<file path="src/rtl/rv32v_hazard_unit_param.sv">
// Hazard unit for an N-stage RV32V pipeline.
// Produces per-stage stall and flush vectors from busy, exception and CSR
// inputs. A small FSM holds flush for a configurable number of cycles, and a
// watchdog flags a vector-decode busy latch that never releases.
module rv32v_hazard_unit_param #(
  parameter int unsigned NUM_STAGES   = 5,
  parameter int unsigned DEC_STAGE    = 2,
  parameter int unsigned FLUSH_CYCLES = 1,
  parameter int unsigned MAX_VBUSY    = 64
) (
  input  logic                  CLK,
  input  logic                  nRST,
  input  logic [NUM_STAGES-1:0] busy,
  input  logic [NUM_STAGES-1:0] exception_vec,
  input  logic                  csr_update,
  input  logic                  v_busy,
  input  logic                  v_decode_done,
  output logic [NUM_STAGES-1:0] stall,
  output logic [NUM_STAGES-1:0] flush,
  output logic                  flush_active,
  output logic                  watchdog_err
);

  localparam int unsigned WD_W = $clog2(MAX_VBUSY + 1);
  localparam logic [3:0]      CNT_RELOAD = 4'(FLUSH_CYCLES - 1);
  localparam logic [WD_W-1:0] WD_MAX     = WD_W'(MAX_VBUSY);
  localparam logic [WD_W-1:0] WD_PRE     = WD_W'(MAX_VBUSY - 1);

  typedef enum logic {
    ST_IDLE  = 1'b0,
    ST_FLUSH = 1'b1
  } state_t;

  state_t                r_state;
  state_t                w_state_nxt;
  logic [NUM_STAGES-1:0] r_mask_q;
  logic [NUM_STAGES-1:0] w_mask_nxt;
  logic [3:0]            r_cnt;
  logic [3:0]            w_cnt_nxt;
  logic [WD_W-1:0]       r_wd_cnt;
  logic                  r_wd_err;

  logic                  w_vdec_stall;
  logic [NUM_STAGES-1:0] w_stall_raw;
  logic [NUM_STAGES-1:0] w_ex_mask;
  logic [NUM_STAGES-1:0] w_csr_mask;
  logic [NUM_STAGES-1:0] w_evt_mask;
  logic                  w_evt;
  logic [NUM_STAGES-1:0] w_flush_raw;

  assign w_vdec_stall = v_busy & ~v_decode_done;

  // Suffix-OR from the oldest stage down: a busy stage back-pressures every
  // younger stage, and the oldest excepting stage flushes itself and all
  // younger ones, which keeps both vectors contiguous from bit 0.
  always_comb begin : raw_masks
    logic v_run_busy;
    logic v_run_exc;
    // NOTE: every combinationally assigned signal gets a default first, so no
    // path through the block leaves it unassigned and no latch is inferred.
    v_run_busy  = 1'b0;
    v_run_exc   = 1'b0;
    w_stall_raw = '0;
    w_ex_mask   = '0;
    for (int i = int'(NUM_STAGES) - 1; i >= 0; i--) begin
      v_run_busy     = v_run_busy | busy[i];
      v_run_exc      = v_run_exc | exception_vec[i];
      w_stall_raw[i] = v_run_busy;
      w_ex_mask[i]   = v_run_exc;
      if (i <= int'(DEC_STAGE)) begin
        w_stall_raw[i] = v_run_busy | w_vdec_stall;
      end
    end
  end

  // A retiring CSR write refetches everything younger than the oldest stage.
  assign w_csr_mask = csr_update ? {1'b0, {(NUM_STAGES - 1){1'b1}}} : '0;
  assign w_evt_mask = w_ex_mask | w_csr_mask;
  assign w_evt      = |w_evt_mask;

  // Flush-hold FSM: next state, held mask, hold counter and raw flush vector.
  always_comb begin
    w_state_nxt = r_state;
    w_mask_nxt  = r_mask_q;
    w_cnt_nxt   = r_cnt;
    w_flush_raw = '0;
    case (r_state)
      ST_IDLE: begin
        if (w_evt) begin
          w_flush_raw = w_evt_mask;
          if (FLUSH_CYCLES > 1) begin
            w_state_nxt = ST_FLUSH;
            w_mask_nxt  = w_evt_mask;
            w_cnt_nxt   = CNT_RELOAD;
          end
        end
      end
      ST_FLUSH: begin
        w_flush_raw = r_mask_q | w_evt_mask;
        if (w_evt) begin
          // A new redirect widens the mask and restarts the hold window.
          w_mask_nxt = r_mask_q | w_evt_mask;
          w_cnt_nxt  = CNT_RELOAD;
        end else if (r_cnt <= 4'd1) begin
          w_state_nxt = ST_IDLE;
          w_mask_nxt  = '0;
          w_cnt_nxt   = 4'd0;
        end else begin
          w_cnt_nxt = r_cnt - 4'd1;
        end
      end
      default: begin
        w_state_nxt = ST_IDLE;
        w_mask_nxt  = '0;
        w_cnt_nxt   = 4'd0;
      end
    endcase
  end

  // FSM state, held flush mask and hold counter.
  always_ff @(posedge CLK or negedge nRST) begin
    if (!nRST) begin
      r_state  <= ST_IDLE;
      r_mask_q <= '0;
      r_cnt    <= 4'd0;
    end else begin
      // NOTE: sequential state uses non-blocking assignments so every register
      // samples pre-edge values regardless of statement order.
      r_state  <= w_state_nxt;
      r_mask_q <= w_mask_nxt;
      r_cnt    <= w_cnt_nxt;
    end
  end

  // Watchdog: count consecutive unfinished vector-busy cycles, flag sticky.
  always_ff @(posedge CLK or negedge nRST) begin
    if (!nRST) begin
      r_wd_cnt <= '0;
      r_wd_err <= 1'b0;
    end else if (w_vdec_stall) begin
      if (r_wd_cnt != WD_MAX) begin
        r_wd_cnt <= r_wd_cnt + WD_W'(1);
      end
      if (r_wd_cnt == WD_PRE) begin
        r_wd_err <= 1'b1;
      end
    end else begin
      r_wd_cnt <= '0;
    end
  end

  // Flush dominates stall; both read zero while reset is asserted so a
  // reset mid-flush is visible immediately rather than at the next edge.
  assign flush        = nRST ? w_flush_raw : '0;
  assign stall        = nRST ? (w_stall_raw & ~w_flush_raw) : '0;
  assign flush_active = (r_state == ST_FLUSH);
  assign watchdog_err = r_wd_err;

endmodule

</file>
<file path="config.mk">
export PLATFORM = sky130hd
export DESIGN_NAME = rv32v_hazard_unit_param
export DESIGN_NICKNAME = d
export VERILOG_FILES = /design/src/rtl/rv32v_hazard_unit_param.sv
export SDC_FILE = /design/constraint.sdc
export NUM_CORES = 1
export LEC_CHECK = 0
export BUFFER_PORTS_ARGS = -buffer_cell sky130_fd_sc_hd__buf_2
export CORE_MARGIN = 2
export CORE_UTILIZATION = 51
export DETAILED_ROUTE_END_ITERATION = 8
export HOLD_SLACK_MARGIN = 0.05
export MAX_ROUTING_LAYER = met4
export PLACE_DENSITY = 0.77
export SYNTH_ARGS = -nofsm -noshare
export SYNTH_HDL_FRONTEND = slang
export SYNTH_SLANG_ARGS = --single-unit
</file>
<file path="constraint.sdc">
create_clock -name CLK -period 1.9 [get_ports CLK]
set_input_delay 0.19 -clock CLK [delete_from_list [all_inputs] [get_ports CLK]]
set_output_delay 0.19 -clock CLK [all_outputs]
set_load 0.05 [all_outputs]
</file>
---- Yosys cells after proc, flatten, opt, wreduce, memory -nomap -nowiden ----
Cells that the tools add are included.
cells by class
  $add $sub $neg .......................... 2
  $mul .................................... 0
  divide/modulo/power cells ............... 0
  $lt $le $gt $ge ......................... 1
  equal/unequal tests ..................... 3
  shifts and indexed selects .............. 0
  mux-type cells .......................... 14
  bitwise operators ....................... 18
  reduce and logical (&&, ||, !) cells .... 4
operators with widths
  operator             count
  $mux 5               5
  $mux 7               2
  $mux 4               3
  $or 1x1->1           11
  $pmux 5 s2           1
  $add 7x1->7 const B  1
  $eq 7x6->1 const B   1
  $ne 7x7->1 const B   1
  $and 5x5->5          1
  $not 5->5            1
  $or 5x4->5           1
  $or 5x5->5           1
  $reduce_or 5->1      1
  $le 4x1->1 const B   1
  $reduce_and 2->1     2
  $sub 4x1->4 const B  1
  $mux 1               3
  $ne 2x1->1 const B   1
  $not 1->1            2
  $reduce_bool 2->1    1
  $and 1x1->1          1
storage, ports and cells
  bits in registers ....................... 18
  latch bits .............................. 0
  memory bits (writable) .................. 0
  memory bits (read-only) ................. 0
  input port bits ......................... 15
  output and inout bits ................... 12
  logic and storage cells ................. 47
  memories ................................ 0

---- Depth between registers and ports, before layout ----
Gate-level depths: netlist of run 1.
  word-level depth ........................ 11
  gate-level depth with buffers ........... 5

---- Least setup slack after synthesis of run 1 ----
No wires, ideal clock.
  path type ............................... register to output
  from .................................... register r_state, in the netlist flush_active
  to ...................................... output flush[0]
  arrival ................................. 2.226 ns
  required time ........................... 1.710 ns
  setup slack ............................. -0.516 ns
  stages on the path, launching flop included .. 4
  path through ............................ dfrtp_1 > clkbuf_1 > nand2_1 > a21boi_0
between the ends
  longest elaborated chain between the ends .. 3
ends and longest elaborated chain
  element                 line  text
  from (decl)             34    state_t r_state;
  from (signal assigned)  129   r_state <= w_state_nxt;
  $not 1->1               87    case (r_state)
  $pmux 5 s2 *            87
  $mux 5 *                154   assign flush = nRST ? w_flush_raw : '0;
  to (decl)               19    output logic [NUM_STAGES-1:0] flush,
Mark *: on every way between the ends. The rest lies on a longest branch, timed or not.

---- Worst setup path in the final report of run 1 ----
  from .................................... input exception_vec[3]
  to ...................................... output stall[1]
between the ends
  longest elaborated chain between the ends .. 11
ends and longest elaborated chain
  element                  line  text
  from (decl)              14    input logic [NUM_STAGES-1:0] exception_vec,
  $or 1x1->1 *             67    v_run_exc = v_run_exc | exception_vec[i];
  $or 1x1->1 (3 in a row)  67
  $or 5x4->5 *             78    assign w_evt_mask = w_ex_mask | w_csr_mask;
  $reduce_or 5->1          79    assign w_evt = |w_evt_mask;
  $mux 5                   89    if (w_evt) begin
  $pmux 5 s2 *             87
  $not 5->5 *              155   assign stall = nRST ? (w_stall_raw & ~w_flush_raw) : '0;
  $and 5x5->5 *            155
  $mux 5 *                 155
  to (decl)                18    output logic [NUM_STAGES-1:0] stall,
Marks and branches as above.

==> impl_metrics.json, run 1 <==
{
  "status": "finished, final reports clean",
  "ir_worst_vdd_mv": 0.362,
  "slowest_stage": "or4_1",
  "core_um2": 1940,
  "worstPathMaxFanout": 4,
  "crit_arrival_ns": 1.61,
  "path_clk_slew_ns": 0.11,
  "grt_max_degree": 16,
  "grt_setup_unrepaired": "false",
  "fmax_mhz": 554,
  "antenna_cells": 0,
  "hold_violations": 0,
  "dp.cells": 168,
  "final_cells": 173,
  "initial_core_util": 0.539,
  "dieArea_um2": 2430,
  "routedWlPerCell_um": 14.8,
  "wl_um": 2560,
  "r2r_start": "r_cnt[0]",
  "antenna_left": 0,
  "synth_edf_count": 0,
  "clk_latency_ns": 0.29,
  "clock-sinks": 18,
  "synth.area.top_cells": "dfrtp_1 (43%), ha_1 (4.8%), nand2_1 (3.9%)",
  "p_per_area_nw_per_um2": 659,
  "synth.distinct_cells": 42,
  "grt_pass1_wl_um": 4130,
  "clock-skew-final_ns": 0.00374,
  "dp_hpwl_um": 1970,
  "fin_area_um2": 1300,
  "hold_path_startpoint": "exception_vec[4]",
  "p_leak_nw": 0.583,
  "die_y_um": 49.3,
  "grt_util_all_layers": 0.223,
  "h-tree-depth": 1,
  "hp-class": "in -> reg",
  "first_iter_violations": 25,
  "post_cts_buffers": 0,
  "grt_pass1_vias": 978,
  "drive_above_1_share": 0.329,
  "worst_slew_pin_slew_ns": 0.268,
  "path_class": "in -> out",
  "fin_nets": 166,
  "syn_area_per_cell_um2": 9.26,
  "yosysSeqAreaShare": 0.431,
  "start_kind": "primary input",
  "area_growth_pct": 24.5,
  "fp.dieW_um": 49.3,
  "drc_errors": 0,
  "io_buffers": 26,
  "numCtsBuffers": 3,
  "first_pass_iters": 4,
  "synth.ff_latch_count": 18,
  "max_stage_delay_ns": 0.61,
  "synth.most_common_cell": "dfrtp_1",
  "cp-end-kind": "output port",
  "cts_root_buffer": "clkbuf_4",
  "synthCells": 113,
  "yosysWarnings": 0,
  "post_dp_cell_area_um2": 1250,
  "pin_count": 27,
  "rows": 16,
  "clockBufferDepth": 2,
  "finalSetupViolCount": 0,
  "ys_dominant_reg_cell": "dfrtp_1",
  "synth_fp_nets": 132,
  "finalSetupTns_ns": 0,
  "ys_top_cells_by_count": "dfrtp_1 (18), nand2_1 (11), a21oi_1 (7), inv_1 (7), nor2_1 (6)",
  "period_minus_slack_ns": 1.80,
  "crit_start": "exception_vec[3]",
  "crit_required_ns": 1.71,
  "max-cap-violations": 0,
  "slew_viol_final": 0,
  "finalCritPeriodShare": 0.949,
  "async_reset_ff_frac": 1.00,
  "gp_congestion": 0.835,
  "overflow": 0,
  "synth_area_um2": 1050,
  "whs_ns": 0.212,
  "cts_tree": "built",
  "antenna_found_initial": 0,
  "vias_per_cell": 5.71,
  "path_cells": "buf_2 -> or4_1 -> a211oi_2 -> and3_1 -> clkbuf_4",
  "maxSlewHeadroom": 0.819,
  "num-fill-cells": 167,
  "vias": 987,
  "netlist.area_leader.share": 0.431,
  "synth_top_cell_by_area": "dfrtp_1"
}
[routing by layer]
metal	wire (µm)	GRT usage	vias to the layer above
li1	-	-	482
met1	1080	0.251	480
met2	1390	0.414	21
met3	59	0.0184	4
met5	0	-	-
met4	29	0.0714	0
[area by class of cell]
type / count / area, µm² / share of cell area
multi-input combinational: 85 / 574 / 0.441
sequential: 18 / 452 / 0.347
timing repair buffer: 32 / 180 / 0.138
clock buffer: 4 / 36.3 / 0.0279
tap: 27 / 33.8 / 0.0259
inverter: 7 / 26.3 / 0.0202
[cells by family after synthesis]
kind of cell,synth area share
compound gates,0.199
xor+xnor,0.0251
fa+ha+maj,0.0478
buf+inv,0.0371
flops,0.431
simple gates,0.261
[what timing repair did]
item                                    4_1_cts  5_1_grt
hold endpoints to repair                     18        0
endpoints found under the setup margin        0        2
resized for setup                             0        3
hold buffers                                  1        0
[per-stage QoR]
step / util / setup slack (ns) / total power, mW
after floorplan: - / 0.120 / 0.557
after global placement: 0.643 / 0.122 / 0.615
after detailed placement: 0.643 / 0.0770 / 0.623
after CTS: 0.667 / 0.0753 / 0.867
after global routing: 0.671 / 0.0207 / 0.905
final: 0.671 / 0.0962 / 0.859
[power breakdown]
group          switching, mW  leakage [nW]  internal [mW]
sequential            0.0330         0.221          0.406
combinational          0.123         0.341         0.0595
clock                  0.120        0.0210          0.117
total                  0.277         0.583          0.582
[layout by cell type, fill, tap and decap left out, drive strengths merged, types with 5 or more instances in the layout]
master / count
buf: 30
dfrtp: 18
nand2: 11
inv: 7
a21oi: 7
nor2: 6
or3: 6
nand3: 5
o21ai: 5
clkbuf: 5
[sequential cells by signal, summed over array words and instances, names as in the netlist]
name	count
r_mask_q	5
flush_active	1
r_cnt	4
r_wd_cnt	7
watchdog_err	1
[critical path: cells and delay by family]
family | cells | cell delay (ns)
AND/OR/NAND/NOR | 2 | 0.80
buffers and inverters | 2 | 0.34
AO/OA/AOI/OAI | 1 | 0.28
[worst paths after layout]
kind | end | slack, ns | depth (start not counted)
max in group asynchronous | flush_active | 1.15 | 3
min in group asynchronous | r_mask_q[3] | 0.28 | 2
worst max register to register | r_cnt[3] | 0.34 | 5
worst min-delay path | r_mask_q[4] | 0.21 | 2
worst max-delay path | stall[1] | 0.1 | 5
worst min register to register | watchdog_err | 0.47 | 2
No activity file was read; power rests on OpenSTA's default activity.
==> inputs of run 2 (changes only) <==
MAX_ROUTING_LAYER = default   (was met4)
==> impl_metrics.json, run 2 (synthesized netlist as in run 1, its figures left out) <==
{
  "period_minus_slack_ns": 1.81,
  "path_class": "in -> out",
  "fp.dieW_um": 49.3,
  "clock-skew-final_ns": 0.00196,
  "initial_core_util": 0.539,
  "maxSlewHeadroom": 0.807,
  "area_growth_pct": 24.5,
  "vias_per_cell": 5.71,
  "fin_nets": 166,
  "core_um2": 1940,
  "top_regs": "r_wd_cnt x7, r_mask_q x5, r_cnt x4",
  "post_dp_cell_area_um2": 1250,
  "numCtsBuffers": 3,
  "ir_worst_vdd_mv": 0.361,
  "cp-end-kind": "output port",
  "hold_path_depth": 2,
  "die_y_um": 49.3,
  "clock-sinks": 18,
  "grt_max_degree": 16,
  "layout_commonest_cell": "buf_2",
  "first_iter_violations": 23,
  "top_register": "r_wd_cnt",
  "dp_hpwl_um": 1970,
  "finalCritPeriodShare": 0.950,
  "hp-class": "in -> reg",
  "gp_congestion": 0.822,
  "crit_buf_inv": 2,
  "grt_setup_unrepaired": "false",
  "path_clk_slew_ns": 0.11,
  "routedWlPerCell_um": 14.8,
  "fin_area_um2": 1300,
  "overflow": 0,
  "max-cap-violations": 0,
  "pin_count": 27,
  "antenna_found_initial": 0,
  "wl_um": 2570,
  "largest_register_ff_count": 7,
  "dp.cells": 168,
  "finalSetupTns_ns": 0,
  "hold_violations": 0,
  "finalPower_mw": 0.859,
  "vias": 987,
  "clockBufferDepth": 2,
  "dieArea_um2": 2430,
  "clk_latency_ns": 0.29,
  "final_cells": 173,
  "cts_root_buffer": "clkbuf_4",
  "drive_above_1_share": 0.329,
  "grt_pass1_wl_um": 4130,
  "start_kind": "primary input",
  "fmax_mhz": 554,
  "status": "finished, final reports clean",
  "finalSetupViolCount": 0,
  "first_pass_iters": 4,
  "cp.depth": 5,
  "p_leak_nw": 0.583,
  "grt_pass1_vias": 976,
  "cts_tree": "built",
  "drc_errors": 0,
  "critical-path-top-delay-family": "simple AND/OR/NAND/NOR gates",
  "slew_viol_final": 0,
  "rows": 16,
  "max_stage_delay_ns": 0.59,
  "antenna_left": 0,
  "h-tree-depth": 1,
  "final_core_util": 0.671,
  "worstPathMaxFanout": 5,
  "crit_arrival_ns": 1.62,
  "worst_slew_pin_slew_ns": 0.287,
  "post_cts_buffers": 0,
  "grt_util_all_layers": 0.217,
  "p_per_area_nw_per_um2": 660,
  "slowest_stage": "or4_1",
  "r2r_cells": 5,
  "path_cells": "buf_2 -> or4_1 -> a211oi_2 -> and3_1 -> clkbuf_4",
  "crit_required_ns": 1.71,
  "io_buffers": 26,
  "layout.cells.most_common_list": "buf_2 (25), dfrtp_1 (17), nand2_1 (11), inv_1 (7)",
  "antenna_cells": 0
}
## run 2: cell counts in the layout (fill, tap and decap cells not counted)
Identical to the previous run, type by type.
## run 2: through the flow
| stage | worst slack [ns] | hold WS [ns] |
|---|---|---|
| CTS | 0.0753 | 0.179 |
| global route | 0.0207 | 0.216 |
| floorplan | 0.120 | -0.106 |
| global placement | 0.122 | 0.0601 |
| finish | 0.0947 | 0.217 |
| detailed placement | 0.0770 | 0.0620 |
## run 2: timing repair
| action | CTS | global route |
|---|---|---|
| setup endpoints to repair | 0 | 2 |
| gates resized for setup | 0 | 3 |
| hold buffers | 1 | 0 |
| endpoints found under the hold margin | 18 | 0 |
## run 2: worst reg2reg max path, stage by stage (launching register included)
cell,delay (ns)
dfrtp_1,0.41
inv_1,0.06
ha_1,0.21
or2_2,0.33
or3_1,0.35
o22ai_1,0.12
## run 2: worst paths after layout
kind / start / end / slack, ns
setup / recovery: exception_vec[4] / stall[1] / 0.09
hold / removal: exception_vec[4] / r_mask_q[4] / 0.22
setup reg to reg: r_cnt[0] / r_cnt[3] / 0.34
hold reg to reg: watchdog_err / watchdog_err / 0.47
max in group asynchronous: nRST / flush_active / 1.14
min in group asynchronous: nRST / r_mask_q[3] / 0.28
## run 2: power by group
group	switching, mW	internal [mW]
Clock	0.121	0.117
Combinational	0.123	0.0595
Sequential	0.0332	0.406
## run 2: per-layer routing
| layer | routed length, µm | vias to the layer above | global-route usage |
|---|---|---|---|
| li1 | - | 483 | - |
| met1 | 1070 | 469 | 0.253 |
| met2 | 1380 | 27 | 0.412 |
| met3 | 75 | 8 | 0.0184 |
| met4 | 45 | 0 | 0.0714 |
| met5 | 0 | - | 0 |
## run 2: cell type report
| class | instances | area (µm²) |
|---|---|---|
| repair buffers | 32 | 180 |
| fillers | 167 | 639 |
| clock buffers | 4 | 36.3 |
| multi-input cells | 85 | 574 |
| inverters | 7 | 26.3 |
| flip-flops and latches | 18 | 452 |
| well taps | 27 | 33.8 |
==> inputs of run 3 (changes only) <==
--- a/config.mk
+++ b/config.mk
@@ -7,5 +7,5 @@
 export LEC_CHECK = 0
 export BUFFER_PORTS_ARGS = -buffer_cell sky130_fd_sc_hd__buf_2
-export CORE_MARGIN = 2
+export CORE_MARGIN = 4
 export CORE_UTILIZATION = 51
 export DETAILED_ROUTE_END_ITERATION = 8
==> constraint.sdc (replaced) <==
create_clock -name CLK -period 1.9 [get_ports CLK]
set_input_delay 0.19 -clock CLK [delete_from_list [all_inputs] [get_ports CLK]]
set_output_delay 0.19 -clock CLK [all_outputs]
set_load 0.1 [all_outputs]
==> impl_metrics.json, run 3 (synthesized netlist as in run 1, its figures left out) <==
{
  "routedWlPerCell_um": 15.1,
  "finalSetupViolCount": 0,
  "top_register": "r_wd_cnt",
  "p_per_area_nw_per_um2": 648,
  "drive_above_1_share": 0.376,
  "status": "finished, final reports clean",
  "h-tree-depth": 1,
  "crit_arrival_ns": 1.65,
  "worstPathMaxFanout": 14,
  "ir_worst_vdd_mv": 0.727,
  "numCtsBuffers": 3,
  "antenna_cells": 0,
  "wl_um": 2660,
  "pin_count": 27,
  "finalCritPeriodShare": 0.967,
  "vias": 1029,
  "top_regs": "r_wd_cnt x7, r_mask_q x5, r_cnt x4",
  "grt_pass1_vias": 1012,
  "max-cap-violations": 0,
  "start_kind": "primary input",
  "switching_share": 0.359,
  "drc_errors": 0,
  "p_seq_frac": 0.468,
  "antenna_left": 0,
  "path_class": "in -> out",
  "path_cells": "dlygate4sd3_1 -> buf_2 -> a21boi_4 -> buf_2",
  "io_buffers": 26,
  "pwr-share-comb": 0.275,
  "cp-end-kind": "output port",
  "rows": 16,
  "clockBufferDepth": 2,
  "initial_core_util": 0.533,
  "first_pass_iters": 6,
  "path_clk_slew_ns": 0.11,
  "overflow": 0,
  "cts_tree": "built",
  "fin_area_um2": 1450,
  "area_growth_pct": 38.3,
  "grt_max_degree": 16,
  "clk_latency_ns": 0.30,
  "gp_congestion": 0.802,
  "clock-sinks": 18,
  "num-fill-cells": 167,
  "grt_pass1_wl_um": 4420,
  "hp-class": "in -> reg",
  "worst_slew_pin_slew_ns": 0.495,
  "clock-skew-final_ns": 0.00657,
  "critical-path-top-delay-family": "buffers and inverters",
  "power_switching_mw": 0.336,
  "crit_buf_inv": 3,
  "dieArea_um2": 2840,
  "cts_root_buffer": "clkbuf_4",
  "max_stage_delay_ns": 0.53,
  "slew_viol_final": 0,
  "fmax_mhz": 544,
  "layout.cells.most_common_list": "buf_2 (20), dfrtp_1 (17), nand2_1 (11), buf_4 (8)",
  "finalSetupTns_ns": 0,
  "die_y_um": 53.3,
  "pwr-share-clk": 0.257,
  "p_int_mw": 0.600,
  "largest_register_ff_count": 7,
  "whs_ns": 0.198,
  "core_um2": 1960,
  "vias_per_cell": 5.85,
  "maxSlewHeadroom": 0.673,
  "period_minus_slack_ns": 1.84,
  "first_iter_violations": 19,
  "cpMostUsedCell": "buf_2",
  "slowest_stage": "dlygate4sd3_1",
  "p_leak_nw": 0.630,
  "layout_commonest_cell": "buf_2",
  "post_dp_cell_area_um2": 1390,
  "antenna_found_initial": 0,
  "grt_util_all_layers": 0.218,
  "grt_setup_unrepaired": "false",
  "finalPower_mw": 0.937,
  "fin_nets": 169,
  "fp.dieW_um": 53.3,
  "crit_required_ns": 1.71,
  "dp_hpwl_um": 2080,
  "hold_violations": 0
}
run 3: cell types whose count changed in the layout (fill, tap and decap cells not counted), moves of 2 or more:
cell / previous run / this run
and3_1: 3 / 0
and3_2: 0 / 2
buf_12: 0 / 5
buf_2: 25 / 20
buf_4: 5 / 8
nor2b_2: 4 / 0
nor2b_4: 0 / 4
run 3: metrics by stage:
| step | util | instances | worst slack, ns |
|---|---|---|---|
| detailed placement | 0.710 | 171 | 0.0422 |
| global route | 0.737 | 176 | 0.00599 |
| finish | 0.737 | 176 | 0.0626 |
| floorplan | - | 113 | 0.0217 |
| CTS | 0.734 | 176 | 0.0432 |
| global placement | 0.710 | 171 | 0.0778 |
run 3: area by class of cell:
type	instances	area, µm²	area share
multi-input combinational	85	618	0.427
clock buffer	4	36.3	0.0251
tap	27	33.8	0.0234
inverter	7	26.3	0.0182
sequential	18	454	0.314
timing repair buffer	35	278	0.192
run 3: path summary, 6_finish.rpt:
path / startpoint / endpoint / slack [ns] / depth (start not counted)
setup / recovery: nRST / flush[0] / 0.06 / 4
hold / removal: exception_vec[4] / r_mask_q[4] / 0.20 / 2
setup reg to reg: r_cnt[0] / r_cnt[3] / 0.29 / 5
hold reg to reg: watchdog_err / watchdog_err / 0.47 / 2
max in group asynchronous: nRST / flush_active / 1.09 / 3
min in group asynchronous: nRST / r_mask_q[1] / 0.30 / 2
run 3: what timing repair did:
item	4_1_cts	5_1_grt
hold endpoints to repair	3	0
hold buffers	1	0
resized for setup	0	2
buffers inserted	0	0
endpoints found under the setup margin	0	1
run 3: routing by layer:
layer	vias to the layer above	track usage	wire length [µm]
li1	487	-	-
met5	-	0	0
met1	505	0.262	1090
met4	0	0.0979	56
met2	28	0.361	1410
met3	9	0.0535	101
run 3: power by group through the flow:
| stage | logic (mW) | clock network (mW) | registers (mW) |
|---|---|---|---|
| floorplan | 0.164 | 0 | 0.464 |
| CTS | 0.257 | 0.246 | 0.438 |
| global placement | 0.249 | 0 | 0.445 |
| detailed placement | 0.254 | 0 | 0.445 |
| global route | 0.273 | 0.257 | 0.444 |
| finish | 0.258 | 0.240 | 0.438 |
